===== config.mk =====
export PLATFORM = sky130hd
export DESIGN_NAME = sqrl_uart_tx
export DESIGN_NICKNAME = d
export VERILOG_FILES = /design/src/rtl/sqrl_uart_pkg.sv /design/src/rtl/sqrl_uart_baud_cnt.sv /design/src/rtl/sqrl_uart_tx.sv
export SDC_FILE = /design/constraint.sdc
export NUM_CORES = 1
export LEC_CHECK = 0
export CORE_AREA = 2 2 51 53
export CTS_BUF_LIST = sky130_fd_sc_hd__clkbuf_4 sky130_fd_sc_hd__clkbuf_8
export DETAILED_ROUTE_END_ITERATION = 12
export DIE_AREA = 0 0 53 55
export MAX_ROUTING_LAYER = met4
export PLACE_DENSITY = 0.8
export SKIP_LAST_GASP = 1
export SLEW_MARGIN = 10
export SYNTH_ARGS = -nofsm -noshare
export SYNTH_HDL_FRONTEND = slang
export SYNTH_SLANG_ARGS = --single-unit

===== constraint.sdc =====
create_clock -name clk -period 2.8 [get_ports clk]
set_clock_uncertainty 0.2 [all_clocks]
set_input_delay 0.42 -clock clk [delete_from_list [all_inputs] [get_ports clk]]
set_output_delay 0.42 -clock clk [all_outputs]
set_load 0.03 [all_outputs]

===== src/rtl/sqrl_uart_pkg.sv =====
// Shared types and constants for the sqrl UART transmit/receive paths.
// Optional even-parity framing is enabled with SQRL_UART_TX_PARITY_EN.
package sqrl_uart_pkg;

    typedef enum logic [2:0] {
        IDLE,
        START,
        DATA,
        PARITY,
        STOP
    } uart_state_e;

    localparam int DATA_BITS = 8;
    localparam int BIT_IDX_W = $clog2(DATA_BITS);

    localparam logic LINE_IDLE  = 1'b1;
    localparam logic LINE_START = 1'b0;

    // A 2-cycle bit still needs one counter bit.
    function automatic int baud_cnt_width(input int clks);
        return (clks < 2) ? 1 : $clog2(clks);
    endfunction

    function automatic logic even_parity(input logic [DATA_BITS-1:0] b);
        return ^b;
    endfunction

endpackage


===== src/rtl/sqrl_uart_baud_cnt.sv =====
// Bit-period down-counter; bit_done marks the last clk of each bit.
// Shared by the transmit serialiser and the receive-side sampler.
module sqrl_uart_baud_cnt
    import sqrl_uart_pkg::*;
#(
    parameter int CLKS_PER_BIT = 868
) (
    input  logic clk,
    input  logic reset,
    input  logic restart,
    output logic bit_done
);

    localparam int CNT_W = baud_cnt_width(CLKS_PER_BIT);
    localparam logic [CNT_W-1:0] CNT_LOAD = CNT_W'(CLKS_PER_BIT - 1);

    logic [CNT_W-1:0] cnt_q;
    logic [CNT_W-1:0] cnt_d;

    // Parks at zero between bits so it can never wrap mid-bit.
    always_comb begin
        cnt_d = cnt_q;
        if (restart) begin
            cnt_d = CNT_LOAD;
        end else if (cnt_q != '0) begin
            cnt_d = cnt_q - 1'b1;
        end
    end

    always_ff @(posedge clk) begin
        if (reset) begin
            cnt_q <= '0;
        end else begin
            cnt_q <= cnt_d;
        end
    end

    assign bit_done = (cnt_q == '0);

endmodule


===== src/rtl/sqrl_uart_tx.sv =====
// UART transmitter: valid/ready bytes to 8N1 frames, LSB first.
// Define SQRL_UART_TX_PARITY_EN for 8E1 framing (even parity bit).
module sqrl_uart_tx
    import sqrl_uart_pkg::*;
#(
    parameter int CLKS_PER_BIT = 868,
    parameter int STOP_BITS    = 1
) (
    input  logic                 clk,
    input  logic                 reset,
    input  logic [DATA_BITS-1:0] tx_data,
    input  logic                 tx_valid,
    output logic                 tx_ready,
    output logic                 uart_tx,
    output logic                 busy
);

    if (CLKS_PER_BIT < 2) begin : g_bad_clks
        $error("sqrl_uart_tx: CLKS_PER_BIT must be >= 2");
    end
    if (STOP_BITS != 1 && STOP_BITS != 2) begin : g_bad_stop
        $error("sqrl_uart_tx: STOP_BITS must be 1 or 2");
    end

    localparam logic [BIT_IDX_W-1:0] LAST_BIT = BIT_IDX_W'(DATA_BITS - 1);
    localparam logic STOP_LAST = (STOP_BITS == 2);

`ifdef SQRL_UART_TX_PARITY_EN
    localparam uart_state_e AFTER_DATA = PARITY;
`else
    localparam uart_state_e AFTER_DATA = STOP;
`endif

    uart_state_e          state_q;
    uart_state_e          state_d;
    logic [DATA_BITS-1:0] shift_q;
    logic [DATA_BITS-1:0] shift_d;
    logic [BIT_IDX_W-1:0] bit_idx_q;
    logic [BIT_IDX_W-1:0] bit_idx_d;
    logic                 stop_idx_q;
    logic                 stop_idx_d;
    logic                 uart_tx_q;
    logic                 uart_tx_d;

    logic bit_done;
    logic restart;
    logic accept;
    logic last_stop;

    sqrl_uart_baud_cnt #(
        .CLKS_PER_BIT(CLKS_PER_BIT)
    ) u_baud (
        .clk     (clk),
        .reset   (reset),
        .restart (restart),
        .bit_done(bit_done)
    );

    assign last_stop = (stop_idx_q == STOP_LAST);
    assign tx_ready  = (state_q == IDLE)
                     || (state_q == STOP && bit_done && last_stop);
    assign accept    = tx_valid && tx_ready;
    assign busy      = (state_q != IDLE);
    assign uart_tx   = uart_tx_q;

`ifdef SQRL_UART_TX_PARITY_EN
    logic parity_q;

    always_ff @(posedge clk) begin
        if (reset) begin
            parity_q <= 1'b0;
        end else if (accept) begin
            parity_q <= even_parity(tx_data);
        end
    end
`endif

    // The line flop follows the state one clk later, so the start bit
    // falls on the edge after the byte is accepted.
    always_comb begin
        state_d    = state_q;
        shift_d    = shift_q;
        bit_idx_d  = bit_idx_q;
        stop_idx_d = stop_idx_q;
        uart_tx_d  = LINE_IDLE;

        unique case (state_q)
            IDLE: begin
                uart_tx_d = LINE_IDLE;
            end
            START: begin
                uart_tx_d = LINE_START;
                if (bit_done) begin
                    state_d = DATA;
                end
            end
            DATA: begin
                uart_tx_d = shift_q[0];
                if (bit_done) begin
                    shift_d   = shift_q >> 1;
                    bit_idx_d = bit_idx_q + 1'b1;
                    if (bit_idx_q == LAST_BIT) begin
                        state_d    = AFTER_DATA;
                        stop_idx_d = 1'b0;
                    end
                end
            end
`ifdef SQRL_UART_TX_PARITY_EN
            PARITY: begin
                uart_tx_d = parity_q;
                if (bit_done) begin
                    state_d = STOP;
                end
            end
`endif
            STOP: begin
                uart_tx_d = LINE_IDLE;
                if (bit_done) begin
                    if (last_stop) begin
                        state_d = IDLE;
                    end else begin
                        stop_idx_d = stop_idx_q + 1'b1;
                    end
                end
            end
            default: begin
                state_d = IDLE;
            end
        endcase

        // Accept wins over STOP->IDLE, giving gapless back-to-back frames.
        if (accept) begin
            state_d    = START;
            shift_d    = tx_data;
            bit_idx_d  = '0;
            stop_idx_d = 1'b0;
        end

        restart = accept
                || (state_q != IDLE && bit_done && state_d != IDLE);
    end

    always_ff @(posedge clk) begin
        if (reset) begin
            state_q    <= IDLE;
            shift_q    <= '0;
            bit_idx_q  <= '0;
            stop_idx_q <= 1'b0;
            uart_tx_q  <= LINE_IDLE;
        end else begin
            state_q    <= state_d;
            shift_q    <= shift_d;
            bit_idx_q  <= bit_idx_d;
            stop_idx_q <= stop_idx_d;
            uart_tx_q  <= uart_tx_d;
        end
    end

endmodule


## Word-level counts from Yosys, hierarchy flattened

Cells that the tools add are included.

| storage, ports and cells | value |
|---|---|
| register bits | 26 |
| output and inout bits | 3 |
| bits of input ports | 11 |

| cells by class | value |
|---|---|
| bitwise operators | 1 |
| reduce and logical (&&, ||, !) cells | 21 |
| $add $sub $neg | 3 |
| equal/unequal tests | 7 |
| muxes and demuxes | 18 |

Operator list:

| cell | count |
|---|---|
| two-way mux 8 bit | 3 |
| two-way mux 10 bit | 2 |
| two-way mux 3 bit | 6 |
| case mux 3 bit (4 select lines) | 1 |
| zero test 10 bit | 1 |
| nonzero test 10 bit | 1 |
| subtractor 10 x 1 -> 10 bit, second input constant | 1 |
| nonzero test 2 bit | 4 |
| equality test 3 bit, second input constant | 2 |
| != test 2 bit, second input constant | 3 |
| nonzero test 3 bit | 2 |
| logical AND 1 bit | 5 |
| two-way mux 1 bit | 4 |
| case mux 1 bit (2 select lines) | 2 |
| AND reduction 2 bit | 2 |
| AND reduction 4 bit | 1 |
| OR reduction 2 bit | 2 |
| adder 3 x 1 -> 3 bit, second input constant | 1 |
| equality test 3 x 1 -> 1 bit, second input constant | 1 |
| equality test 3 x 2 -> 1 bit, second input constant | 1 |
| zero test 3 bit | 1 |
| logical OR 1 bit | 2 |
| adder 1 bit, second input constant | 1 |
| inverter 1 bit | 1 |

## Longest topological paths before layout

| depth | value |
|---|---|
| depth in word-level cells | 10 |
| gate-level depth with buffers | 8 |
| gate-level depth less buffers | 6 |

## Hierarchy

A second synthesis with hierarchy kept.

| second synthesis, totals | value |
|---|---|
| cells, all modules | 148 |
| area, all modules | 1361.3 um^2 |

By module, submodules not included:

| module | area each (um^2) | cells an instance | instances |
|---|---|---|---|
| sqrl_uart_tx | 827.0 | 91 | 1 |
| sqrl_uart_baud_cnt | 534.3 | 57 | 1 |

## Least setup slack after synthesis

No wires, ideal clock.

| timing | value |
|---|---|
| path type | flip-flop to output port |
| from | register u_baud.cnt_q[6] |
| to | output tx_ready |
| path buffers | 0 |
| stages on the path, launching flop included | 4 |
| arrival | 1818 ps |
| slack | 362 ps |
| cell sequence | dfxtp_1 > nor4_1 > a31oi_1 > nor3_1 |

| on the way | value |
|---|---|
| longest elaborated chain between the ends | 4 |

RTL lines:

| what | line | RTL |
|---|---|---|
| start, declared | sqrl_uart_baud_cnt.sv:17 | `logic [CNT_W-1:0] cnt_q;` |
| start signal, assigned | sqrl_uart_baud_cnt.sv:34 | `cnt_q <= cnt_d;` |
| zero test 10 bit | sqrl_uart_baud_cnt.sv:38 | `assign bit_done = (cnt_q == '0);` |
| logical AND 1 bit (2 in a row) | sqrl_uart_tx.sv:61 | `\|\| (state_q == STOP && bit_done && last_stop);` |
| logical OR 1 bit | sqrl_uart_tx.sv:61 |  |
| end, declared | sqrl_uart_tx.sv:13 | `output logic tx_ready,` |

No other way between the ends.

## Worst setup path in the final report

| timing | value |
|---|---|
| from | register u_baud.cnt_q[0] |
| to | output tx_ready |

The elaborated chain is that of the path after synthesis.

==> results.toml <==
[setup_path]
cp_top_family = "buffers and inverters"
cp_data_required_time_ps = 2180
crit_path_top_delay_cell = "dlygate4sd2_1"
cp_cell_sequence = "inv_1 -> ha_1 -> nor2b_1 -> a31oi_1 -> nor3_1 -> dlygate4sd2_1"
path_class = "flip-flop to output port"
cp_data_arrival_time_ps = 1990
worst-path-buf-inv = 2
regToRegSetupSlack_ps = 520
slowest_delay_ps = 430
start_kind = "flip-flop"
endpoint_kind = "output port"
cp_max_fo = 4

[grt]
grtUsageTotal_pct = 21.62
grt_overflow_total = 0
antenna_found_initial = 0
grt_pass1_vias = 1045
grt_start_max_net_pins = 18
grt_pass1_wl_um = 4540

[synthesis]
ys_types = 39
yosysTopAreaCellShare_pct = 37.66
synth_cells = 154
ys_async_sr_fraction_pct = 0
yosys-top-cells-count = "25 x dfxtp_1, 13 x a21oi_1, 13 x nor3_1, 12 x inv_1"
ys_seq_elements = 25
synth_area_leaders = "dfxtp_1 38%, a21oi_1 4.9%, nor3_1 4.9%"
yosysTopAreaCell = "dfxtp_1"
synth_area_um2 = 1329
ys_warn_count = 0
avgSynthCellArea_um2 = 8.628
synth_edf_count = 0
synth_ff_type = "dfxtp_1"
ys_seq_area_share_pct = 37.66
yosysMostFrequentCell = "dfxtp_1"
syn_nets = 168

[final_layout]
fin_nets = 185
n_antenna_cell = 0
drive_gt1_share_pct = 10.59
area_growth_pct = 15.91
final_cell_area_um2 = 1540
final_core_util_pct = 65.13
final_cells = 200

[clocking]
cts_resized = 1
h-tree-depth = 1
tritoncts = "built"
postCtsSetupBuffers = 0
clock_path_buffers = 2
path_clk_slew_ps = 140
ctsHoldBuffers = 0
insertion_delay_ps = 320
numCtsBuffers = 3
root_buffer = "clkbuf_4"
cts_sinks = 25

[detailed_routing]
first_iter_violations = 75
drc = 0
drtAntennaViolNets = 0
vias_per_cell = 6.225
drt_pre_antenna_iters = 4
wl_per_cell_um = 14.59
wirelength_um = 2917
vias = 1245

[sta]
worstMarginPinSlew_ps = 728.6
rsz0062_at_grt = "no"
finalHoldViolations = 0
max_slew_margin_pct = 50.79
period_share_pct = 93.15
fin_crit_ps = 2608
slew_violations = 0
max_freq_ghz = 0.3834
finalSetupTns_ps = 0
fin_ws_ps = 191.9
setup_viol = 0

[floorplan]
core_um2 = 2365
start_util_pct = 56.19
dieArea_um2 = 2915
die_y_um = 55
io-pin-count = 14
core.rowCount = 18
die_x_um = 53

[placed_design]
dp_worst_setup_slack_ps = 308.0
dp_hpwl_um = 2145
placed_area_um2 = 1514
gp_routability_congestion = 0.9010
place_inst = 196
portBuffers = 13

[pwr]
vdd_drop_max_v = 0.0005169
p_per_area_nw_per_um2 = 638.1
p_leak_nw = 0.5764

[flow_run]
drv_cap = 0

[outcome]
outcome = "completed"

[min_path]
hold_path_class = "flip-flop to flip-flop"
-- final timing paths --
| path | from | end | cells past startpoint |
|---|---|---|---|
| setup reg to reg | u_baud.cnt_q[0] | u_baud.cnt_q[2] | 7 |
| setup / recovery | u_baud.cnt_q[0] | tx_ready | 6 |
| hold / removal | bit_idx_q[1] | bit_idx_q[1] | 2 |
| hold reg to reg | bit_idx_q[1] | bit_idx_q[1] | 2 |
-- per-layer routing --
layer  GRT usage (%)  vias up  share of wire, %
met3           2.419        6               6.9
met5               -        -                 0
met4           7.692        0               1.1
met2           36.04       64                46
li1                -      608                 -
met1           27.41      567                46
-- layout by cell type, fill, tap and decap left out, types with 2 or more instances in the layout --
cell type,synthesis,layout
dfxtp_1,25,25
nor3_1,13,13
a21oi_1,13,13
inv_1,12,12
clkdlybuf4s50_1,0,12
buf_4,1,9
a31oi_1,7,7
a211o_1,7,7
nor2_1,6,6
mux2i_1,6,6
a32oi_1,6,6
nand2_1,5,5
nand2b_1,4,4
nand3_1,4,4
nor2b_1,3,3
nor4_1,3,3
o31ai_1,3,3
ha_1,3,3
clkbuf_4,0,3
or3_1,2,2
or3b_2,2,2
xnor2_1,2,2
o21ai_0,2,2
a211oi_1,2,2
and2_1,2,2
-- metrics by stage --
step | hold slack [ps] | total power [W]
floorplan | 253.9 | 0.0007165
global placement | 302.9 | 0.0008032
detailed placement | 330.3 | 0.0008178
CTS | 351.8 | 0.0009785
global route | 377.6 | 0.001037
finish | 353.2 | 0.0009829
-- layout make-up --
| cell class | count | area [µm²] |
|---|---|---|
| Clock buffer | 3 | 22.52 |
| Clock inverter | 1 | 5.005 |
| Fill cell | 213 | 824.5 |
| Inverter | 12 | 45.04 |
| Multi-Input combinational cell | 107 | 733.2 |
| Sequential cell | 25 | 500.5 |
| Tap cell | 30 | 37.54 |
| Timing Repair Buffer | 22 | 196.4 |
-- power by group --
part           internal (W)  switching, W
registers          0.000400     0.0000480
logic              0.000161      0.000210
clock network     0.0000536      0.000110
-- worst register-to-register path, cell delays in order, from the launching register on --
cell,delay [ps]
dfxtp_1,370
inv_1,100
ha_1,220
nor2b_1,210
buf_4,160
nand2_1,80
o41ai_1,700
nor3_1,110
-- sequential cells by signal, summed over array words and instances (netlist names) --
name / cells
uart_tx: 1
bit_idx_q: 3
u_baud.cnt_q: 10
state_q: 3
shift_q: 8
-- cells by family after synthesis --
family / synth area share (%)
adder cells (fa/ha/maj): 2.825
flip-flops: 37.66
AO/OA/AOI/OAI: 24.39
multiplexers: 5.367
AND/OR/NAND/NOR: 20.62
XOR/XNOR: 1.978
buffers and inverters: 7.155
Power figures use the tool's default switching activity.
